## config.mk

```make
export PLATFORM = sky130hd
export DESIGN_NAME = l15_noc1_pkt_buffer
export DESIGN_NICKNAME = d
export VERILOG_FILES = /design/src/rtl/l15_noc1_pkt_buffer_pkg.sv /design/src/rtl/l15_noc1_pkt_buffer_fifo.sv /design/src/rtl/l15_noc1_pkt_buffer.sv
export SDC_FILE = /design/constraint.sdc
export NUM_CORES = 1
export LEC_CHECK = 0
export CAP_MARGIN = 5
export CORE_ASPECT_RATIO = 0.7
export CORE_UTILIZATION = 55
export DETAILED_ROUTE_END_ITERATION = 16
export PLACE_DENSITY = 0.8
export SETUP_SLACK_MARGIN = 0.1
export SYNTH_ARGS = -nofsm -noshare
export SYNTH_HDL_FRONTEND = slang
export SYNTH_HIERARCHICAL = 1
export SYNTH_SLANG_ARGS = --single-unit
```

## constraint.sdc

```tcl
create_clock -name clk -period 6.8 [get_ports clk]
set_clock_uncertainty 0.15 [all_clocks]
set_input_delay 1.02 -clock clk [delete_from_list [all_inputs] [get_ports clk]]
set_output_delay 1.02 -clock clk [all_outputs]
set_load 0.005 [all_outputs]
```

## src/rtl/l15_noc1_pkt_buffer_pkg.sv

```systemverilog
// Shared definitions for the L1.5 NoC1 store-and-forward packet buffer.
// - NoC header field placement (payload-length field) and the flit width.
// - State encodings for the input (write-side) and output (read-side) packet FSMs.
package l15_noc1_pkt_buffer_pkg;

  localparam int NOC_DATA_W  = 64;
  localparam int NOC_LEN_LSB = 22;
  localparam int NOC_LEN_W   = 8;

  // Write side: IN_HDR expects a header flit, IN_BODY is collecting payload flits.
  typedef enum logic {
    IN_HDR  = 1'b0,
    IN_BODY = 1'b1
  } in_state_e;

  // Read side: OUT_HDR is about to send a header, OUT_BODY is mid-packet.
  typedef enum logic {
    OUT_HDR  = 1'b0,
    OUT_BODY = 1'b1
  } out_state_e;

endpackage

```

## src/rtl/l15_noc1_pkt_buffer_fifo.sv

```systemverilog
// Generic DEPTH x DATA_W synchronous flit FIFO.
// Ports:
//   clk, rst         clock, asynchronous active-high reset
//   push_i/push_data_i  write request and flit (ignored while full)
//   pop_i            read request (ignored while empty)
//   rd_data_o        head flit, read straight from the storage flops, so it is
//                    valid one cycle after the write and stable until popped
//   empty_o/full_o   status from the registered count
//   count_o          number of stored flits (0..DEPTH)
module noc_flit_fifo #(
  parameter int DATA_W = 64,
  parameter int DEPTH  = 16
) (
  input  logic                     clk,
  input  logic                     rst,
  input  logic                     push_i,
  input  logic [DATA_W-1:0]        push_data_i,
  input  logic                     pop_i,
  output logic [DATA_W-1:0]        rd_data_o,
  output logic                     empty_o,
  output logic                     full_o,
  output logic [$clog2(DEPTH):0]   count_o
);

  localparam int PTR_W = $clog2(DEPTH);
  localparam int CNT_W = PTR_W + 1;
  localparam logic [CNT_W-1:0] FULL_CNT = CNT_W'(DEPTH);

  logic [DATA_W-1:0] mem_q [DEPTH];
  logic [PTR_W-1:0]  wr_ptr_q, wr_ptr_d;
  logic [PTR_W-1:0]  rd_ptr_q, rd_ptr_d;
  logic [CNT_W-1:0]  count_q, count_d;
  logic              do_push, do_pop;

  assign empty_o   = (count_q == '0);
  assign full_o    = (count_q == FULL_CNT);
  assign count_o   = count_q;
  assign rd_data_o = mem_q[rd_ptr_q];

  assign do_push = push_i && !full_o;
  assign do_pop  = pop_i && !empty_o;

  // Pointers wrap modulo DEPTH by natural overflow; the count tells full from empty.
  always_comb begin
    wr_ptr_d = wr_ptr_q;
    rd_ptr_d = rd_ptr_q;
    count_d  = count_q;
    if (do_push) wr_ptr_d = wr_ptr_q + PTR_W'(1);
    if (do_pop)  rd_ptr_d = rd_ptr_q + PTR_W'(1);
    unique case ({do_push, do_pop})
      2'b10:   count_d = count_q + CNT_W'(1);
      2'b01:   count_d = count_q - CNT_W'(1);
      default: count_d = count_q;
    endcase
  end

  // Storage is not reset: its contents are only observed through count/pointers.
  always_ff @(posedge clk) begin
    if (do_push) mem_q[wr_ptr_q] <= push_data_i;
  end

  always_ff @(posedge clk or posedge rst) begin
    if (rst) begin
      wr_ptr_q <= '0;
      rd_ptr_q <= '0;
      count_q  <= '0;
    end else begin
      wr_ptr_q <= wr_ptr_d;
      rd_ptr_q <= rd_ptr_d;
      count_q  <= count_d;
    end
  end

endmodule

```

## src/rtl/l15_noc1_pkt_buffer.sv

```systemverilog
// Store-and-forward packet buffer between the L1.5 NoC1 request output and the
// NoC1 router input port. A packet is released to the router only once all of
// its flits are stored, so the router is never held mid-packet by L1.5 stalls.
// Packets longer than the buffer are cut through instead, and flagged.
// Ports:
//   clk, rst          clock, asynchronous active-high reset
//   in_val/in_data    flit from L1.5; in_rdy back to L1.5 (registers only)
//   out_val/out_data  flit to router; out_rdy from router
//   occupancy         flits stored
//   pkt_count         complete packets stored
//   err_oversize      sticky: a packet longer than DEPTH flits was seen
// Handshake: a flit moves on any rising clk where valid && ready on that side;
// valid never depends on ready, and a presented flit stays put until taken.
module l15_noc1_pkt_buffer
  import l15_noc1_pkt_buffer_pkg::*;
#(
  parameter int DATA_W  = NOC_DATA_W,
  parameter int DEPTH   = 16,
  parameter int LEN_LSB = NOC_LEN_LSB,
  parameter int LEN_W   = NOC_LEN_W
) (
  input  logic                    clk,
  input  logic                    rst,
  input  logic                    in_val,
  input  logic [DATA_W-1:0]       in_data,
  output logic                    in_rdy,
  output logic                    out_val,
  output logic [DATA_W-1:0]       out_data,
  input  logic                    out_rdy,
  output logic [$clog2(DEPTH):0]  occupancy,
  output logic [$clog2(DEPTH):0]  pkt_count,
  output logic                    err_oversize
);

  localparam int CNT_W = $clog2(DEPTH) + 1;

  logic             fifo_empty, fifo_full;
  logic             wr, rd;
  logic [LEN_W-1:0] in_len, out_len;
  logic             in_oversize;

  in_state_e        in_state_q, in_state_d;
  out_state_e       out_state_q, out_state_d;
  logic [LEN_W-1:0] in_rem_q, in_rem_d;
  logic [LEN_W-1:0] out_rem_q, out_rem_d;
  logic             in_done, out_done, ct_set;
  logic [CNT_W-1:0] pkt_count_q, pkt_count_d;
  logic             ct_mode_q, ct_mode_d;
  logic             err_q, err_d;
  logic             rdy_en_q;

  // rdy_en_q holds in_rdy low through reset and the first edge after it.
  assign in_rdy = rdy_en_q && !fifo_full;
  assign wr     = in_val && in_rdy;

  // Release when a whole packet is stored, when the head packet is already
  // partly sent, or when an oversize packet is streaming through.
  assign out_val = !fifo_empty &&
                   ((pkt_count_q != '0) || (out_state_q == OUT_BODY) || ct_mode_q);
  assign rd      = out_val && out_rdy;

  assign in_len      = in_data[LEN_LSB +: LEN_W];
  assign out_len     = out_data[LEN_LSB +: LEN_W];
  // len + 1 > DEPTH, written as len >= DEPTH to avoid the carry.
  assign in_oversize = (32'(in_len) >= 32'(DEPTH));

  assign pkt_count    = pkt_count_q;
  assign err_oversize = err_q;

  noc_flit_fifo #(
    .DATA_W (DATA_W),
    .DEPTH  (DEPTH)
  ) u_fifo (
    .clk         (clk),
    .rst         (rst),
    .push_i      (wr),
    .push_data_i (in_data),
    .pop_i       (rd),
    .rd_data_o   (out_data),
    .empty_o     (fifo_empty),
    .full_o      (fifo_full),
    .count_o     (occupancy)
  );

  // Input FSM: tracks packet boundaries on the write side.
  always_comb begin
    in_state_d = in_state_q;
    in_rem_d   = in_rem_q;
    in_done    = 1'b0;
    ct_set     = 1'b0;
    if (wr) begin
      unique case (in_state_q)
        IN_HDR: begin
          if (in_len == '0) begin
            in_done = 1'b1;
          end else begin
            in_rem_d   = in_len;
            in_state_d = IN_BODY;
            ct_set     = in_oversize;
          end
        end
        IN_BODY: begin
          in_rem_d = in_rem_q - LEN_W'(1);
          if (in_rem_q == LEN_W'(1)) begin
            in_done    = 1'b1;
            in_state_d = IN_HDR;
          end
        end
        default: in_state_d = IN_HDR;
      endcase
    end
  end

  // Output FSM: tracks packet boundaries on the read side.
  always_comb begin
    out_state_d = out_state_q;
    out_rem_d   = out_rem_q;
    out_done    = 1'b0;
    if (rd) begin
      unique case (out_state_q)
        OUT_HDR: begin
          if (out_len == '0) begin
            out_done = 1'b1;
          end else begin
            out_rem_d   = out_len;
            out_state_d = OUT_BODY;
          end
        end
        OUT_BODY: begin
          out_rem_d = out_rem_q - LEN_W'(1);
          if (out_rem_q == LEN_W'(1)) begin
            out_done    = 1'b1;
            out_state_d = OUT_HDR;
          end
        end
        default: out_state_d = OUT_HDR;
      endcase
    end
  end

  // Packet count, cut-through mode and the sticky oversize flag.
  always_comb begin
    pkt_count_d = pkt_count_q;
    unique case ({in_done, out_done})
      2'b10:   pkt_count_d = pkt_count_q + CNT_W'(1);
      2'b01:   pkt_count_d = pkt_count_q - CNT_W'(1);
      default: pkt_count_d = pkt_count_q;
    endcase

    ct_mode_d = ct_mode_q;
    if (ct_set)       ct_mode_d = 1'b1;
    else if (in_done) ct_mode_d = 1'b0;

    err_d = err_q || ct_set;
  end

  always_ff @(posedge clk or posedge rst) begin
    if (rst) begin
      in_state_q  <= IN_HDR;
      out_state_q <= OUT_HDR;
      in_rem_q    <= '0;
      out_rem_q   <= '0;
      pkt_count_q <= '0;
      ct_mode_q   <= 1'b0;
      err_q       <= 1'b0;
      rdy_en_q    <= 1'b0;
    end else begin
      in_state_q  <= in_state_d;
      out_state_q <= out_state_d;
      in_rem_q    <= in_rem_d;
      out_rem_q   <= out_rem_d;
      pkt_count_q <= pkt_count_d;
      ct_mode_q   <= ct_mode_d;
      err_q       <= err_d;
      rdy_en_q    <= 1'b1;
    end
  end

endmodule

```

---- Yosys cells after proc, flatten, opt, wreduce, memory -nomap -nowiden ----
Memories as Yosys holds them, arrays and structs flattened.
Index checks and enable logic that the tools add are counted.
word-level totals
  input port bits ......................... 68
  memories kept ........................... 1
  bits in read-only memories .............. 0
  output and inout port bits .............. 77
  RAM bits ................................ 1024
  bits in registers ....................... 39
  latch bits .............................. 0
cells by class
  reductions and logical operators ........ 20
  magnitude comparators ................... 1
  multiplexer cells ....................... 27
  shifts and indexed selects .............. 0
  multipliers ............................. 0
  eq/ne operators ......................... 9
  div/mod/pow operators ................... 0
  bitwise gates (word level) .............. 2
  add/subtract/negate cells ............... 8
memory list
  name          words  width  read ports  clocked after memory_dff  wr ports  line                            text
  u_fifo.mem_q  16     64     1           0                         1         l15_noc1_pkt_buffer_fifo.sv:29  logic [DATA_W-1:0] mem_q [DEPTH];
operators with widths
  cell                                                                                  number
  8-bit one-hot mux with 2 select lines                                                 2
  5-bit one-hot mux with 2 select lines                                                 2
  1-bit 2-to-1 mux                                                                      17
  8-bit by 1-bit == test with 1-bit output (second input constant)                      2
  8-bit zero test                                                                       2
  8-bit 2-to-1 mux                                                                      2
  8-bit by 1-bit subtractor with 8-bit output (second input constant)                   2
  5-bit by 1-bit adder with 5-bit output (second input constant)                        2
  5-bit by 1-bit subtractor with 5-bit output (second input constant)                   2
  4-bit by 1-bit adder with 4-bit output (second input constant)                        2
  8-bit by 5-bit greater-or-equal comparator with 1-bit output (second input constant)  1
  1-bit one-hot mux with 2 select lines                                                 4
  1-bit logical AND                                                                     6
  2-bit nonzero test                                                                    3
  5-bit == test (second input constant)                                                 1
  5-bit zero test                                                                       1
  5-bit nonzero test                                                                    1
  2-bit by 1-bit == test with 1-bit output (second input constant)                      2
  2-bit == test (second input constant)                                                 2
  2-bit != test (second input constant)                                                 2
  2-bit AND reduction                                                                   2
  1-bit logical OR                                                                      3
  1-bit zero test                                                                       2
  1-bit NOT                                                                             2

---- Logic depth before layout (Yosys ltp) ----
Gate-level depths: netlist (run 1).
  word-level depth ........................ 8
  gate-level depth with buffers ........... 18

---- Modules after synthesis ----
The synthesis (run 1) kept the hierarchy.
by module, submodules not included
  module               cells an instance  times used  area each (um^2)
  noc_flit_fifo        1994               1           40062.2
  l15_noc1_pkt_buffer  177                1           1664.1

---- Worst setup path before layout (run 1) ----
Ideal clock, no wire load.
  path type ............................... input to register
  from .................................... input port in_val
  to ...................................... memory u_fifo.mem_q[3][0], enable pin
  slack ................................... 0.001 ns
  arrival ................................. 6.085 ns
  data required time ...................... 6.085 ns
  library setup time ...................... 0.565 ns
  stages on the path ...................... 6
  cell sequence ........................... nand3b_1 -> inv_1 -> and2_1 -> buf_2 -> nand2_1 -> nor3_1
on the way
  longest elaborated chain between the ends .. 4
RTL lines
  element                                 line                            text
  start, declared                         l15_noc1_pkt_buffer.sv:24       input logic in_val,
  1-bit logical AND                       l15_noc1_pkt_buffer.sv:54       assign wr = in_val && in_rdy;
  net wr                                  l15_noc1_pkt_buffer.sv:38       logic wr, rd;
  1-bit logical AND                       l15_noc1_pkt_buffer_fifo.sv:40  assign do_push = push_i && !full_o;
  1-bit 2-to-1 mux                        l15_noc1_pkt_buffer_fifo.sv:59  if (do_push) mem_q[wr_ptr_q] <= push_data_i;
  1-bit 2-to-1 mux (implied by the code)  l15_noc1_pkt_buffer_fifo.sv:59
  end, declared                           l15_noc1_pkt_buffer_fifo.sv:29
The timed path passes the listed nets, and every way through them passes these cells.

---- Worst setup path in the final report (run 1) ----
  from .................................... register u_fifo.rd_ptr_q[0]
  to ...................................... output port out_data[43]
on the way
  longest elaborated chain between the ends .. 1
RTL lines
  element                  line                            text
  start, declared          l15_noc1_pkt_buffer_fifo.sv:31  logic [PTR_W-1:0] rd_ptr_q, rd_ptr_d;
  start signal, assigned   l15_noc1_pkt_buffer_fifo.sv:69  rd_ptr_q <= rd_ptr_d;
  memory read 16 x 64 bit  --
  end, declared            l15_noc1_pkt_buffer.sv:28       output logic [DATA_W-1:0] out_data,
Every way passes these cells.

==> qor.yml, run 1 <==
synth_ff_type: "sky130_fd_sc_hd__edfxtp_1"
io_pins: 145
design.core.area_sq_mm: 0.0750
cts_made_buffers: 96
worst_path_cell_trace: "buf_12 -> mux2_2 -> o21ai_0 -> a21oi_1 -> a22oi_1 -> nand2_1 -> clkdlybuf4s50_1"
layout_commonest_cell: "sky130_fd_sc_hd__edfxtp_1"
routabilityCongestion: 0.822
cellPowerDensity_mw_per_mm2: 405
detailedRoute.firstIterationViolations: 2061
synth_adder_area_share_pct: 0.606
synth_async_sr_flop_share_pct: 3.67
cts_root_buf: "sky130_fd_sc_hd__clkbuf_16"
cap_violations: 0
dpl_cell_area_sq_mm: 0.0443
cts.sinks: 1063
end_kind: "output port"
timing.critical_path.slowest_cell_delay_ns: 1.08
finalWorstPathRequiredPeriod_ns: 5.57
critPathArrivalTime_ns: 4.40
post_synth_xor_area_fraction_pct: 0.294
status: "complete, but fails checks"
dp_hpwl_um: 46400
fillers: 5010
flow.area_growth_from_synthesis_pct: 13.7
die-height_um: 232
area_of_combinational_cells_with_multiple_inputs_sq_mm: 0.00935
failing_checks: "DRC"
slew_headroom_pct: 11.5
netlist_area_sq_mm: 0.0417
worst_ir_drop_vdd_mv: 0.313
global_route_wire_length_before_repair_um: 137000
cts_hold_repair.buffers: 0
starting_density_pct: 55.6
path_clk_slew_ns: 0.07
postSynthCellCount: 2171
ys_types: 57
crit_slowest_cell: "sky130_fd_sc_hd__dfrtp_4"
vias_per_cell: 6.34
final_area_sq_mm: 0.0475
max-clock-path-buffers: 3
synthesis.area_per_instance_sq_um: 19.2
report.final.slew_viol_count: 0
synth_top_family_by_area: "multiplexers"
simple_gate_share_of_the_synthesized_area_pct: 1.92
routed-via-count: 21600
die_x_um: 331
cts_setup_buffers: 0
crit_path_start_kind: "flop"
grt_setup_unrepaired: "false"
cts_tree: "yes"
drt-wirelength-per-cell_um: 27.1
drt_wl_total_um: 92300
grt_max_degree: 150
antenna_found_initial: 10
timing.critical_path.fanout_max: 149
design.die.area_sq_mm: 0.0770
critPathKind: "reg2out"
cts_resized: 0
final_cell_mix: "sky130_fd_sc_hd__edfxtp_1 (1024), sky130_fd_sc_hd__mux2i_1 (197), sky130_fd_sc_hd__clkdlybuf4s50_1 (144), sky130_fd_sc_hd__o21ai_0 (131), sky130_fd_sc_hd__mux4_2 (128)"
worst_slew_pin_slew_ns: 1.33
synth-seq-cells: 1063
finalSetupViolCount: 0
gr-total-overflow: 0
antenna_left: 0
synth-compound-area-share_pct: 5.79
rows: 84
final_net_count: 2421
clock_h_tree_levels: 3
drc: 2
yosys_warnings: 6
synthesis.nets: 2258
totalNegativeSetupSlack_ns: 0
timing.critical_path.required_ns: 5.63
clk_latency_ns: 0.67
buffer_ports.inserted: 144
post_synth_mux_area_share_pct: 13.4
timing.hold.worst.class: "reg2reg"
fmax_mhz: 180
number_of_global_route_vias_before_repair: 21900
timing.final.crit_share_pct: 81.9
ff_latch_area_sq_mm: 0.0317
edff_count_synth: 1024
layout-drive-gt1-share_pct: 16.6
yosysSeqAreaShare_pct: 76.0
drtPass1Iterations: 11
globalRouteTotalUtil_pct: 24.1
hold_violations_final: 0
cellLeakagePower_nw: 15.6
==> through the flow <==
| step | instances | total power, mW | util (%) | worst slack (ns) | hold slack [ns] |
|---|---|---|---|---|---|
| floorplan | 2171 | 11.7 | - | 1.72 | 0.300 |
| global placement | 3225 | 13.7 | 59.0 | 2.08 | 0.302 |
| detailed placement | 3225 | 13.9 | 59.0 | 1.92 | 0.323 |
| CTS | 3403 | 19.3 | 63.2 | 1.30 | 0.338 |
| global route | 3406 | 20.0 | 63.2 | 1.07 | 0.365 |
| finish | 3408 | 19.2 | 63.2 | 1.23 | 0.336 |
==> sequential cells by signal (all words and copies together) (netlist names) <==
| signal | count |
|---|---|
| ct_mode_q | 1 |
| err_oversize | 1 |
| in_rem_q | 8 |
| in_state_q | 1 |
| out_rem_q | 8 |
| out_state_q | 1 |
| pkt_count | 5 |
| rdy_en_q | 1 |
| u_fifo/count_o | 5 |
| u_fifo/mem_q | 1024 |
| u_fifo/rd_ptr_q | 4 |
| u_fifo/wr_ptr_q | 4 |
==> synth_stat cells (4+ instances only) <==
cell type | n | area [sq um]
sky130_fd_sc_hd__nand3_1 | 7 | 35.0
sky130_fd_sc_hd__buf_6 | 31 | 349
sky130_fd_sc_hd__ha_1 | 17 | 213
sky130_fd_sc_hd__nor4_1 | 8 | 50.1
sky130_fd_sc_hd__o31ai_1 | 4 | 30.0
sky130_fd_sc_hd__dfrtp_1 | 39 | 976
sky130_fd_sc_hd__inv_1 | 19 | 71.3
sky130_fd_sc_hd__a221oi_1 | 61 | 534
sky130_fd_sc_hd__buf_1 | 8 | 30.0
sky130_fd_sc_hd__mux2_1 | 12 | 135
sky130_fd_sc_hd__nor2_1 | 23 | 86.3
sky130_fd_sc_hd__nor3_1 | 9 | 45.0
sky130_fd_sc_hd__nand2_1 | 84 | 315
sky130_fd_sc_hd__clkbuf_1 | 57 | 214
sky130_fd_sc_hd__mux4_2 | 128 | 2880
sky130_fd_sc_hd__buf_4 | 7 | 52.6
sky130_fd_sc_hd__nand2b_1 | 4 | 25.0
sky130_fd_sc_hd__a21o_1 | 4 | 30.0
sky130_fd_sc_hd__a22oi_1 | 65 | 488
sky130_fd_sc_hd__a221oi_2 | 4 | 60.1
sky130_fd_sc_hd__a31oi_1 | 5 | 31.3
sky130_fd_sc_hd__a211o_1 | 5 | 43.8
sky130_fd_sc_hd__nor2b_1 | 6 | 37.5
sky130_fd_sc_hd__a21oi_1 | 71 | 355
sky130_fd_sc_hd__mux2_2 | 55 | 619
sky130_fd_sc_hd__and2_1 | 4 | 25.0
sky130_fd_sc_hd__mux2i_1 | 197 | 1970
sky130_fd_sc_hd__o21ai_0 | 131 | 656
sky130_fd_sc_hd__and3_1 | 4 | 25.0
sky130_fd_sc_hd__edfxtp_1 | 1024 | 30700
sky130_fd_sc_hd__o21ai_1 | 14 | 70.1
sky130_fd_sc_hd__buf_2 | 14 | 70.1
sky130_fd_sc_hd__xnor2_1 | 10 | 87.6
sky130_fd_sc_hd__xor2_1 | 4 | 35.0
==> routing by layer <==
| layer | global-route usage, % | share of wire, % |
|---|---|---|
| met1 | 33.6 | 41 |
| met2 | 39.0 | 49 |
| met3 | 4.79 | 8.6 |
| met4 | 7.37 | 2.2 |
| met5 | 0 | 0.039 |
==> cell families (layout without fill, tap and decap cells) <==
logic type / count (synthesis) / in the layout
DFF: 1063 / 1063
muxes: 392 / 392
AOI/OAI and AO/OA: 375 / 375
and+or+nand+nor: 169 / 169
buffers and inverters: 138 / 381
adders and majority gates: 19 / 19
xor gates and xnor gates: 14 / 14
other: 1 / 6
==> layout make-up <==
| cell class | count | share of cell area [%] |
|---|---|---|
| clock inverters | 55 | 1.29 |
| diodes | 5 | 0.0264 |
| flip-flops and latches | 1063 | 66.9 |
| inverters | 21 | 0.171 |
| repair buffers | 182 | 3.95 |
| multi-input cells | 970 | 19.7 |
| clock buffers | 123 | 5.36 |
| well taps | 989 | 2.61 |
==> where the power goes <==
part           total, mW  switching (mW)  internal (mW)
registers           7.95           0.366           7.58
clock network       5.41            2.33           3.08
logic               5.84            3.17           2.67
==> final timing paths <==
check | cells past startpoint | startpoint | endpoint | slack, ns
worst max register to register | 14 | u_fifo/rd_ptr_q[1] | pkt_count[4] | 1.93
worst max-delay path | 7 | u_fifo/rd_ptr_q[0] | out_data[43] | 1.23
max in group asynchronous | 2 | rst | rdy_en_q | 5.10
min in group asynchronous | 2 | rst | u_fifo/wr_ptr_q[2] | 0.68
worst min-delay path | 1 | ct_mode_q | ct_mode_q | 0.34
worst min register to register | 1 | ct_mode_q | ct_mode_q | 0.34
==> critical path, delay by kind of cell, from the launching register on <==
family | cells | cell delay [ns]
AO/OA/AOI/OAI | 3 | 0.44
buffers and inverters | 2 | 1.13
flip-flops | 1 | 1.08
multiplexers | 1 | 0.43
AND/OR/NAND/NOR | 1 | 0.21
No activity file was read; power rests on OpenSTA's default activity.
==> run 2, diff against run 1 <==
==> constraint.sdc (replaced) <==
create_clock -name clk -period 4.7 [get_ports clk]
set_clock_uncertainty 0.15 [all_clocks]
set_input_delay 0.705 -clock clk [delete_from_list [all_inputs] [get_ports clk]]
set_output_delay 0.705 -clock clk [all_outputs]
set_load 0.005 [all_outputs]
==> run 2 against run 1 <==
  * The run now ends clean
  * Power rose by 46%
  * Clock-buffer cell count decreased by 4
  * Combinational power grew 49%
  * Utilization up 0.42 points
  * Hold slack worse by 0.020 ns
==> qor.yml, run 2 (synthesis gave the netlist of run 1 again) <==
timing.critical_path.fanout_max: 35
cellPowerDensity_mw_per_mm2: 586
clock_h_tree_levels: 3
number_of_global_route_vias_before_repair: 22200
drtPass1Iterations: 5
detailedRoute.firstIterationViolations: 2102
design.core.area_sq_mm: 0.0750
crit_path_start_kind: "flop"
max_reg_flops: 1024
final_net_count: 2442
timing.hold.worst.class: "reg2reg"
cellLeakagePower_nw: 15.8
cts_tree: "yes"
io_pins: 145
finalSetupViolCount: 0
final_area_sq_mm: 0.0478
startpoint: "u_fifo/rd_ptr_q[1]"
final_critical_path_setup_slack_ns: 0.234
drt_wl_total_um: 92000
clk_latency_ns: 0.66
hold_depth: 1
end_kind: "output port"
dp_hpwl_um: 45100
timing.critical_path.required_ns: 3.85
antenna_left: 0
routabilityCongestion: 0.823
critPathKind: "reg2out"
buffer_ports.inserted: 144
flow.area_growth_from_synthesis_pct: 14.5
layout_commonest_cell: "sky130_fd_sc_hd__edfxtp_1"
layout-drive-gt1-share_pct: 17.1
register_to_register_setup_slack_ns: 0.46
hold_violations_final: 0
r2r-end: "pkt_count[4]"
finalWorstPathRequiredPeriod_ns: 4.47
gr-total-overflow: 0
die-height_um: 232
antenna_found_initial: 7
top_regs: "u_fifo/mem_q (1024), in_rem_q (8), out_rem_q (8)"
report.final.slew_viol_count: 0
drc: 0
min_from: "err_oversize"
routed-via-count: 21800
final_cell_mix: "sky130_fd_sc_hd__edfxtp_1 (1024), sky130_fd_sc_hd__mux2i_1 (197), sky130_fd_sc_hd__clkdlybuf4s50_1 (144), sky130_fd_sc_hd__o21ai_0 (131), sky130_fd_sc_hd__mux4_2 (128)"
vias_per_cell: 6.36
global_route_wire_length_before_repair_um: 138000
cap_violations: 0
fin_util_pct: 63.7
timing.reg2reg.worst_path_depth: 14
status: "complete, no violations"
max-clock-path-buffers: 3
cts_hold_repair.buffers: 0
grt_setup_unrepaired: "true"
starting_density_pct: 55.6
die_x_um: 331
reg_to_reg_critical_path_startpoint: "u_fifo/rd_ptr_q[1]"
globalRouteTotalUtil_pct: 24.1
endpoint_of_the_worst_hold_path: "err_oversize"
area_of_combinational_cells_with_multiple_inputs_sq_mm: 0.00935
worst_ir_drop_vdd_mv: 0.567
design.die.area_sq_mm: 0.0770
fillers: 4904
rows: 84
largest_register: "u_fifo/mem_q"
drt-wirelength-per-cell_um: 26.9
timing.final.crit_share_pct: 95.0
place_ws_ns: 0.482
dpl_cell_area_sq_mm: 0.0445
path_clk_slew_ns: 0.07
fmax_mhz: 224
worst_slew_pin_slew_ns: 0.984
cts.sinks: 1063
critPathArrivalTime_ns: 3.61
power_mw: 28.0
ff_latch_area_sq_mm: 0.0317
cts_made_buffers: 96
cts_root_buf: "sky130_fd_sc_hd__clkbuf_16"
grt_max_degree: 91
slew_headroom_pct: 34.0
-- run 2: cell types whose count changed in the layout (fill, tap and decap cells not counted), moves of 3 or more --
cell | previous run | this run
sky130_fd_sc_hd__buf_4 | 26 | 35
sky130_fd_sc_hd__buf_12 | 12 | 17
sky130_fd_sc_hd__clkinv_1 | 13 | 19
sky130_fd_sc_hd__buf_8 | 0 | 3
sky130_fd_sc_hd__diode_2 | 5 | 2
-- run 2: how the worst max path moves through the flow --
| stage | endpoint | slack [ns] |
|---|---|---|
| 4_1_cts | out_data[45] | 0.18 |
| 6_report | out_data[41] | 0.23 |
| 2_1_floorplan | u_fifo/mem_q[15][0] | -0.07 |
| 3_5_place_dp | pkt_count[4] | 0.48 |
| 3_3_place_gp | pkt_count[4] | 0.54 |
| 5_1_grt | out_data[38] | 0.08 |
-- run 2: what timing repair did --
action                                  in CTS  in global routing
setup buffers                                1                  0
endpoints found under the setup margin      48                  8
gates resized for setup                      5                  4
cloned                                       1                  0
-- run 2: worst max-delay path, cell delays in order (launching register included) --
cell and delay, ns:
sky130_fd_sc_hd__dfrtp_4 0.72, sky130_fd_sc_hd__nand2b_2 0.39, sky130_fd_sc_hd__buf_4 0.53, sky130_fd_sc_hd__o21ai_0 0.20
sky130_fd_sc_hd__a21oi_1 0.26, sky130_fd_sc_hd__o21ai_0 0.15, sky130_fd_sc_hd__nand2_1 0.15, sky130_fd_sc_hd__clkdlybuf4s50_1 0.52
-- run 2: stage by stage --
step	instances	setup TNS, ns	hold slack [ns]
5_1_grt	3425	0	0.354
3_5_place_dp	3244	0	0.307
6_report	3426	0	0.317
4_1_cts	3424	0	0.323
3_3_place_gp	3244	0	0.306
2_1_floorplan	2171	-25.39	0.300
-- run 2: per-layer routing --
metal  GRT usage [%]  share of wire, %  vias to the layer above
met5               0             0.055                        -
met4            6.28               2.0                        8
met3            4.71               8.5                      166
met2            40.0                49                     1064
met1            33.2                40                    11300
li1                -                 -                     9259
-- run 2: cell type report --
cell class              count  area share, %
multi-input cells         970           19.6
diodes                      2         0.0105
flip-flops and latches   1063           66.4
clock inverters            59           1.41
well taps                 989           2.59
inverters                  21          0.170
repair buffers            203           4.55
clock buffers             119           5.25
-- run 2: where the power goes --
part / switching, mW / leakage, nW / internal (mW)
clock: 3.40 / 1.53 / 4.53
sequential: 0.422 / 9.67 / 11.0
combinational: 4.74 / 4.55 / 3.94
